**src/rtl/i2c_pkg.sv**
```systemverilog
// Shared types for the I2C requester arbiter: FSM states, latched request fields, retry width.
package i2c_pkg;

    typedef enum logic [1:0] {
        IDLE  = 2'd0,
        ISSUE = 2'd1,
        WAIT  = 2'd2,
        RESP  = 2'd3
    } arb_state_e;

    typedef struct packed {
        logic [6:0] daddr;
        logic [7:0] addr;
        logic [7:0] data;
        logic       wen;
    } i2c_req_t;

    localparam int I2C_ARB_RETRY_W = 4;

endpackage

```
**src/rtl/i2c_rr_pick.sv**
```systemverilog
// Round-robin picker: first set request scanning ptr+1, ptr+2, ... modulo NREQ.
module i2c_rr_pick #(
    parameter int  NREQ = 4,
    localparam int GW   = $clog2(NREQ)
) (
    input  logic [NREQ-1:0] req_i,
    input  logic [GW-1:0]   ptr_i,
    output logic            any_o,
    output logic [GW-1:0]   idx_o
);

    logic [GW-1:0] w_k;

    // Walk from the farthest position back to the nearest so the nearest set bit wins.
    always_comb begin
        any_o = |req_i;
        idx_o = '0;
        w_k   = '0;
        for (int i = NREQ; i >= 1; i--) begin
            w_k = GW'((int'(ptr_i) + i) % NREQ);
            if (req_i[w_k]) begin
                idx_o = w_k;
            end
        end
    end

endmodule

```
**src/rtl/i2c_arb.sv**
```systemverilog
// Round-robin arbiter sharing one I2C master among NREQ requesters, one transaction at a time.
// Optional NACK retry is enabled by defining I2C_ARB_RETRY_EN.
module i2c_arb
    import i2c_pkg::*;
#(
    parameter int  NREQ      = 4,
    parameter int  MAX_RETRY = 3,
    localparam int GW        = $clog2(NREQ)
) (
    input  logic                 clk_i,
    input  logic                 rst_ni,
    input  logic [NREQ-1:0]      req_val_i,
    input  logic [NREQ-1:0][6:0] req_daddr_i,
    input  logic [NREQ-1:0][7:0] req_addr_i,
    input  logic [NREQ-1:0][7:0] req_data_i,
    input  logic [NREQ-1:0]      req_wen_i,
    output logic [NREQ-1:0]      req_rdy_o,
    output logic [NREQ-1:0]      rsp_val_o,
    output logic                 rsp_err_o,
    output logic [7:0]           rsp_data_o,
    input  logic [NREQ-1:0]      rsp_rdy_i,
    output logic                 m_val_o,
    output logic [6:0]           m_daddr_o,
    output logic [7:0]           m_addr_o,
    output logic [7:0]           m_data_o,
    output logic                 m_wen_o,
    input  logic                 m_rdy_i,
    input  logic                 m_val_i,
    input  logic                 m_err_i,
    input  logic [7:0]           m_data_i,
    output logic                 m_rdy_o,
    output logic                 busy_o,
    output logic [GW-1:0]        grant_o
);

    if (NREQ < 2) begin : g_chk_nreq
        $error("i2c_arb: NREQ must be at least 2");
    end
    if (MAX_RETRY >= (1 << I2C_ARB_RETRY_W)) begin : g_chk_retry
        $error("i2c_arb: MAX_RETRY does not fit the retry counter");
    end

    arb_state_e    r_state, w_next;
    i2c_req_t      r_req;
    logic [GW-1:0] r_grant, r_ptr;
    logic          r_err;
    logic [7:0]    r_data;
    logic          w_any, w_retry;
    logic [GW-1:0] w_pick;

    i2c_rr_pick #(.NREQ(NREQ)) u_pick (
        .req_i (req_val_i),
        .ptr_i (r_ptr),
        .any_o (w_any),
        .idx_o (w_pick)
    );

`ifdef I2C_ARB_RETRY_EN
    logic [I2C_ARB_RETRY_W-1:0] r_cnt;
    assign w_retry = m_err_i && (r_cnt < I2C_ARB_RETRY_W'(MAX_RETRY));

    always_ff @(posedge clk_i or negedge rst_ni) begin
        if (!rst_ni) begin
            r_cnt <= '0;
        end else if (r_state == IDLE && w_any) begin
            r_cnt <= '0;
        end else if (r_state == WAIT && m_val_i && w_retry) begin
            r_cnt <= r_cnt + 1'b1;
        end
    end
`else
    assign w_retry = 1'b0;
`endif

    always_ff @(posedge clk_i or negedge rst_ni) begin
        if (!rst_ni) begin
            r_state <= IDLE;
        end else begin
            r_state <= w_next;
        end
    end

    always_comb begin
        w_next = r_state;
        case (r_state)
            IDLE:    if (w_any)                w_next = ISSUE;
            ISSUE:   if (m_rdy_i)              w_next = WAIT;
            WAIT:    if (m_val_i)              w_next = w_retry ? ISSUE : RESP;
            RESP:    if (rsp_rdy_i[r_grant])   w_next = IDLE;
            default:                           w_next = IDLE;
        endcase
    end

    // Pointer starts at NREQ-1 so requester 0 is first in line after reset.
    always_ff @(posedge clk_i or negedge rst_ni) begin
        if (!rst_ni) begin
            r_req   <= '0;
            r_grant <= '0;
            r_ptr   <= GW'(NREQ - 1);
            r_err   <= 1'b0;
            r_data  <= '0;
        end else begin
            if (r_state == IDLE && w_any) begin
                r_req.daddr <= req_daddr_i[w_pick];
                r_req.addr  <= req_addr_i[w_pick];
                r_req.data  <= req_data_i[w_pick];
                r_req.wen   <= req_wen_i[w_pick];
                r_grant     <= w_pick;
            end
            if (r_state == WAIT && m_val_i) begin
                r_err  <= m_err_i;
                r_data <= m_data_i;
            end
            if (r_state == RESP && rsp_rdy_i[r_grant]) begin
                r_ptr <= r_grant;
            end
        end
    end

    always_comb begin
        req_rdy_o  = '0;
        rsp_val_o  = '0;
        rsp_err_o  = 1'b0;
        rsp_data_o = '0;
        if (r_state == IDLE && w_any) begin
            req_rdy_o[w_pick] = 1'b1;
        end
        if (r_state == RESP) begin
            rsp_val_o[r_grant] = 1'b1;
            rsp_err_o          = r_err;
            rsp_data_o         = r_data;
        end
        m_val_o   = (r_state == ISSUE);
        m_daddr_o = r_req.daddr;
        m_addr_o  = r_req.addr;
        m_data_o  = r_req.data;
        m_wen_o   = r_req.wen;
        m_rdy_o   = (r_state == WAIT);
        busy_o    = (r_state != IDLE);
        grant_o   = r_grant;
    end

endmodule

```
**config.mk**
```make
export PLATFORM = sky130hd
export DESIGN_NAME = i2c_arb
export DESIGN_NICKNAME = d
export VERILOG_FILES = /design/src/rtl/i2c_pkg.sv /design/src/rtl/i2c_rr_pick.sv /design/src/rtl/i2c_arb.sv
export SDC_FILE = /design/constraint.sdc
export NUM_CORES = 1
export LEC_CHECK = 0
export ABC_AREA = 0
export ABC_CLOCK_PERIOD_IN_PS = 7040
export CAP_MARGIN = 15
export CORE_MARGIN = 4
export CORE_UTILIZATION = 39
export CTS_CLUSTER_DIAMETER = 200
export CTS_CLUSTER_SIZE = 12
export DETAILED_ROUTE_END_ITERATION = 16
export PLACE_DENSITY = 0.87
export SLEW_MARGIN = 5
export SYNTH_ARGS = -nofsm -noshare
export SYNTH_HDL_FRONTEND = slang
export SYNTH_HIERARCHICAL = 1
export SYNTH_SLANG_ARGS = --single-unit
export TNS_END_PERCENT = 5
```
**constraint.sdc**
```tcl
create_clock -name clk_i -period 7.04 [get_ports clk_i]
set_clock_uncertainty 0.15 [all_clocks]
set_input_delay 1.408 -clock clk_i [delete_from_list [all_inputs] [get_ports clk_i]]
set_output_delay 1.408 -clock clk_i [all_outputs]
set_load 0.03 [all_outputs]
```
==> impl_metrics.tcl <==
set metrics [dict create \
    antenna_cells 0 \
    fp.dieW_um 86.8 \
    dieArea_um2 7540 \
    finalSetupViolations 0 \
    start_util_pct 40.4 \
    postCtsSetupBuffers 0 \
    drive_above_1_share_pct 21.7 \
    status "finished clean" \
    highest_layer "met4" \
    critPathKind "in -> out" \
    startpoint_type "input pin" \
    tritoncts "done" \
    async_reset_ff_share_pct 100 \
    synthFlopType "dfrtp_1" \
    worstHoldPathType "reg -> reg" \
    synth-seq-area-share_pct 40.4 \
    synth_top_family_by_area "multiplexers" \
    h-tree-depth 2 \
    firstDrtPassIters 4 \
    yosysWarnings 6 \
    vias 2084 \
    cp_max_fo 24 \
    vdd_drop_max_uv 189 \
    critPathSlowestCell "clkdlybuf4s50_1" \
    synth_cell_types 29 \
    slowest_delay_ns 0.72 \
    area_growth_pct 73.6 \
    critical_path_arrival_ns 3.73 \
    powerDensity_nw_per_um2 388 \
    grt_pass1_vias 2329 \
    tns_ns 0 \
    fin_hold_ws_ns 0.350 \
    p_seq_share_pct 25.7 \
    port_buffers 162 \
    clkPwrFrac_pct 11.6 \
    via_per_inst 5.06 \
    fin_crit_sh_pct 75.1 \
    synth_edf_count 0 \
    p_switching_mw 0.657 \
    clkTransAtPathRegs_ns 0.07 \
    synth-simple-area-share_pct 8.32 \
    maxCapViolations 0 \
    synth_area_per_cell_um2 13.8 \
    root_buffer "clkbuf_8" \
    wl_um 7260 \
    synth_top_area_share_pct 38.2 \
    switching_share_pct 40.2 \
    power_frac_comb_pct 62.7 \
    track_usage_pct 19.5 \
    fmax_mhz 189 \
    finish.utilization_pct 70.2 \
    worstPathRequired_ns 5.48 \
    synth_common_cells "dfrtp_1, mux2_2, mux4_2" \
    grt-ovfl-total 0 \
    routabilityCongestion 0.803 \
    synthMuxAreaShare_pct 41.3 \
    syn-num-nets 297 \
    synth_area_um2 2420 \
    synth_xor_area_share_pct 0 \
    finalNetCount 458 \
    initialDrtViolationCount 69 \
    clockBufferDepth 2 \
    synthAdderAreaFrac_pct 2.58 \
    rows 28 \
    period_minus_slack_ns 5.29 \
    drc_errors 0 \
    grt_antenna_before_repair 0 \
    clkLatencyLatePin_ns 0.28 \
    wl_per_cell_um 17.6 \
    synth.area.top_cells "dfrtp_1, mux2_2, mux4_2" \
    antenna_left 0 \
    preCtsSetupSlack_ns 1.75 \
    fp.dieH_um 86.8 \
    yosysTopAreaCell "dfrtp_1" \
    cp-end-kind "output port" \
    rsz0062_at_grt "no" \
    layout_setup_ws_ns 1.75 \
    hold_buffers 0 \
    path_cells "clkdlybuf4s50_1, and2b_1, a21oi_2, o221ai_4, buf_4, nor3_1, clkdlybuf4s50_1" \
    io_pins 163 \
    route.met3.wl_um 685 \
    internal-power_mw 0.976 \
    wl_met1_um 2390 \
    worst_pin_slew_ns 0.886 \
    syn_inst 175 \
    hpwl_um 6170 \
    slew_headroom_pct 40.9 \
    post_cts_resized 0 \
    slew_viol_final 0 \
    grt_max_degree 40 \
    ys_ff_latch 39 \
    cts.sinks 39 \
    core_um2 5990 \
    hold_viol 0 \
    dr_wl_met2_um 4100 \
    cp_common_cell "clkdlybuf4s50_1" \
    leakagePower_nw 1.68 \
    cts_buffers 5 \
    synth-compound-area-share_pct 2.89 \
    grt_pass1_wl_um 11200 \
]
## per-stage QoR
stage          instances  cell area (um^2)  total power, mW
2_1_floorplan        175              2420             1.07
3_3_place_gp         404              4090             1.43
3_5_place_dp         404              4090             1.46
4_1_cts              412              4200             1.65
5_1_grt              412              4200             1.73
6_report             412              4200             1.63
## flip-flops by register name (all words and copies together) (netlist names), 2 cells and up
register,count
m_daddr_o,7
r_data,8
m_addr_o,8
r_ptr,2
r_state,2
m_data_o,8
grant_o,2
## power by group through the flow
stage	Sequential, mW	Combinational [mW]	Clock, mW
3_3_place_gp	0.418	1.01	0
2_1_floorplan	0.557	0.517	0
5_1_grt	0.436	1.09	0.208
3_5_place_dp	0.425	1.04	0
4_1_cts	0.422	1.04	0.194
6_report	0.420	1.02	0.190
## cell families (layout without fill, tap and decap cells)
family                   count (synthesis)  in the layout
multiplexers                            63             63
AND/OR/NAND/NOR                         40             40
flip-flops                              39             39
buffers and inverters                   18            180
AO/OA/AOI/OAI                           10             10
adder cells (fa/ha/maj)                  5              5
## layout make-up
class	count	area (um^2)
fillers	457	1790
repair buffers	165	1640
multi-input cells	118	1350
inverters	7	26.3
well taps	75	93.8
clock inverters	2	35.0
flip-flops and latches	39	978
clock buffers	6	82.6
## worst max-delay path: cells and delay by family
family | cells | cell delay [ns]
AOI/OAI and AO/OA | 2 | 0.32
buffers and inverters | 3 | 1.52
and+or+nand+nor | 2 | 0.47
## layout by cell type, fill, tap and decap left out, types with 2 or more instances in the layout
| cell | count |
|---|---|
| nor3_1 | 2 |
| dfrtp_1 | 37 |
| dfstp_2 | 2 |
| buf_4 | 3 |
| nor2_1 | 12 |
| nand2b_1 | 5 |
| a21oi_1 | 3 |
| clkdlybuf4s50_1 | 161 |
| nand2_1 | 8 |
| mux2_2 | 37 |
| mux4_1 | 6 |
| clkbuf_8 | 6 |
| and2_1 | 9 |
| a21oi_2 | 2 |
| mux4_2 | 18 |
| mux2i_1 | 2 |
| a31oi_1 | 2 |
| inv_1 | 7 |
| ha_1 | 5 |
## path summary, 6_finish.rpt
check                        startpoint            to  cells past startpoint  slack [ns]
max in group asynchronous        rst_ni  m_daddr_o[3]                      1        5.09
min                           r_data[5]     r_data[5]                      1        0.35
max                        req_val_i[2]  req_rdy_o[2]                      7        1.75
min reg2reg                   r_data[5]     r_data[5]                      1        0.35
min in group asynchronous        rst_ni     r_data[3]                      1        1.09
max reg2reg                    r_ptr[1]   m_data_o[2]                      6        4.37
## per-layer routing
metal | GRT usage (%) | vias to the layer above
li1 | - | 973
met1 | 20.0 | 1006
met2 | 36.7 | 99
met3 | 6.84 | 6
met4 | 5.67 | 0
met5 | 0 | -
(Power assumes the default switching activity.)
==> variant (same flow settings) <==
`NREQ` is set to 4 in 2 places; all go to 8.
--- a/src/rtl/i2c_rr_pick.sv
+++ b/src/rtl/i2c_rr_pick.sv
@@ -2,3 +2,3 @@
 module i2c_rr_pick #(
-    parameter int  NREQ = 4,
+    parameter int  NREQ = 8,
     localparam int GW   = $clog2(NREQ)
--- a/src/rtl/i2c_arb.sv
+++ b/src/rtl/i2c_arb.sv
@@ -5,3 +5,3 @@
 #(
-    parameter int  NREQ      = 4,
+    parameter int  NREQ      = 8,
     parameter int  MAX_RETRY = 3,
Ports: changed (9 resized); port bits go from 163 to 276. The function was not compared with the original's and may differ.
==> variant against the unedited design <==
Die area grew 65%. Cell area grew 69%. Cell count grew 87%. Sequential power grew 14%. Clock power grew 5%. Routed wire length grew 130%. Register-to-register slack lost 2.8 ns. Total power grew to 2.7 times the old value. Largest power group unchanged. Worst setup slack lost 1.1 ns. Area after synthesis grew 73%. Largest cell class is now multi-input combinational cells. Global-route usage grew 6.4 points. Sequential cell count grew 2. Via count grew 110%. Critical path type is now flop to output port.
==> variant: results (changes against the unedited design) <==
Setup path:
- The worst path arrival time came to 4.87 ns (was 3.73 ns).
- The start point of the critical path was r_ptr[1]$_DFFE_PN1P_ (was req_val_i[2]).
- The largest incremental delay on the critical path was 0.79 ns (was 0.72 ns).

Layout:
- The net count of the finished layout is 860 (was 458).
- The share of cell area taken by multi-input logic gates is 41.67% (was 32.08%).
- The fraction of area in clock buffers and inverters was 1.624% (was 2.798%).

Floorplan:
- The initial cell density of the core came to 40.31% (was 40.43%).

Pwr:
- The combinational power is 3.68 mW (was 1.02 mW).
- The switching share of total power was 47.16% (was 40.23%).
- The maximum ir drop on the vdd rail is 0.4610 mV (was 0.1894 mV).

Placed design:
- The placed cell count is 761 (was 404).
- The routability congestion estimate came to 0.9685 (was 0.8025).
- The worst slack at placement is 0.7777 ns (was 1.748 ns).
- The post-place instance area is 6972 um2 (was 4086 um2).

Timing:
- The minimum setup slack in the final design is 0.6089 ns (was 1.753 ns).

Detailed routing:
- The met1 wire length is 6.171 mm (was 2.390 mm).
- The total wire length after detailed routing came to 16.64 mm (was 7.257 mm).

Logic synthesis:
- Top cells by count, synth: 52 x sky130_fd_sc_hd__mux4_2, 49 x sky130_fd_sc_hd__nand2_1, 38 x sky130_fd_sc_hd__dfrtp_1, 35 x sky130_fd_sc_hd__mux2i_1, 26 x sky130_fd_sc_hd__o21ai_1 (was 37 x sky130_fd_sc_hd__dfrtp_1, 37 x sky130_fd_sc_hd__mux2_2, 18 x sky130_fd_sc_hd__mux4_2, 12 x sky130_fd_sc_hd__nor2_1, 9 x sky130_fd_sc_hd__and2_1).
- Leading post-synthesis cells by cell area: sky130_fd_sc_hd__mux4_2 28%, sky130_fd_sc_hd__dfrtp_1 23%, sky130_fd_sc_hd__mux2i_1 8.4%, sky130_fd_sc_hd__nand2_1 4.4%, sky130_fd_sc_hd__mux2_2 4.0% (was sky130_fd_sc_hd__dfrtp_1 38%, sky130_fd_sc_hd__mux2_2 17%, sky130_fd_sc_hd__mux4_2 17%, sky130_fd_sc_hd__mux4_1 6.5%, sky130_fd_sc_hd__ha_1 2.6%).
- The xor-xnor portion of the synthesized cell area is 0.6286% (was 0%).
- The proportion of synthesized chip area in sequential cells is 24.63% (was 40.39%).
- The distinct cell type count after synthesis came to 48 (was 29).

Min path:
- The startpoint of the tightest hold check path is m_addr_o[1]$_DFFE_PN0P_ (was r_data[5]$_DFFE_PN0P_).

Global route:
- The total global-route track usage is 25.91% (was 19.47%).
- The number of antenna violations at the first check in global routing is 1 (was 0).
- The routing usage on met2 is 47.65% (was 36.71%).

Run status:
- Result of the run: complete, no violations (unchanged).
variant: cell types whose count changed after synthesis, moves of 6 or more:
cell and delta:
sky130_fd_sc_hd__nor3_1 +6, sky130_fd_sc_hd__clkbuf_1 +8, sky130_fd_sc_hd__nand2_1 +41, sky130_fd_sc_hd__o21ai_1 +26, sky130_fd_sc_hd__mux2i_1 +33, sky130_fd_sc_hd__nor2_1 +11
sky130_fd_sc_hd__a221oi_1 +6, sky130_fd_sc_hd__buf_6 +6, sky130_fd_sc_hd__mux4_2 +34, sky130_fd_sc_hd__mux2_2 -22
variant: kinds of logic after synthesis:
group	Yosys count
compound gates	61
xor+xnor	3
fa+ha+maj	7
buf+inv	41
flops	41
mux	111
simple gates	112
variant: tightest hold or removal path, stage by stage, from the launching register on:
cell and delay, ns:
sky130_fd_sc_hd__dfrtp_1 0.35, sky130_fd_sc_hd__nand2_1 0.05, sky130_fd_sc_hd__o21ai_1 0.06
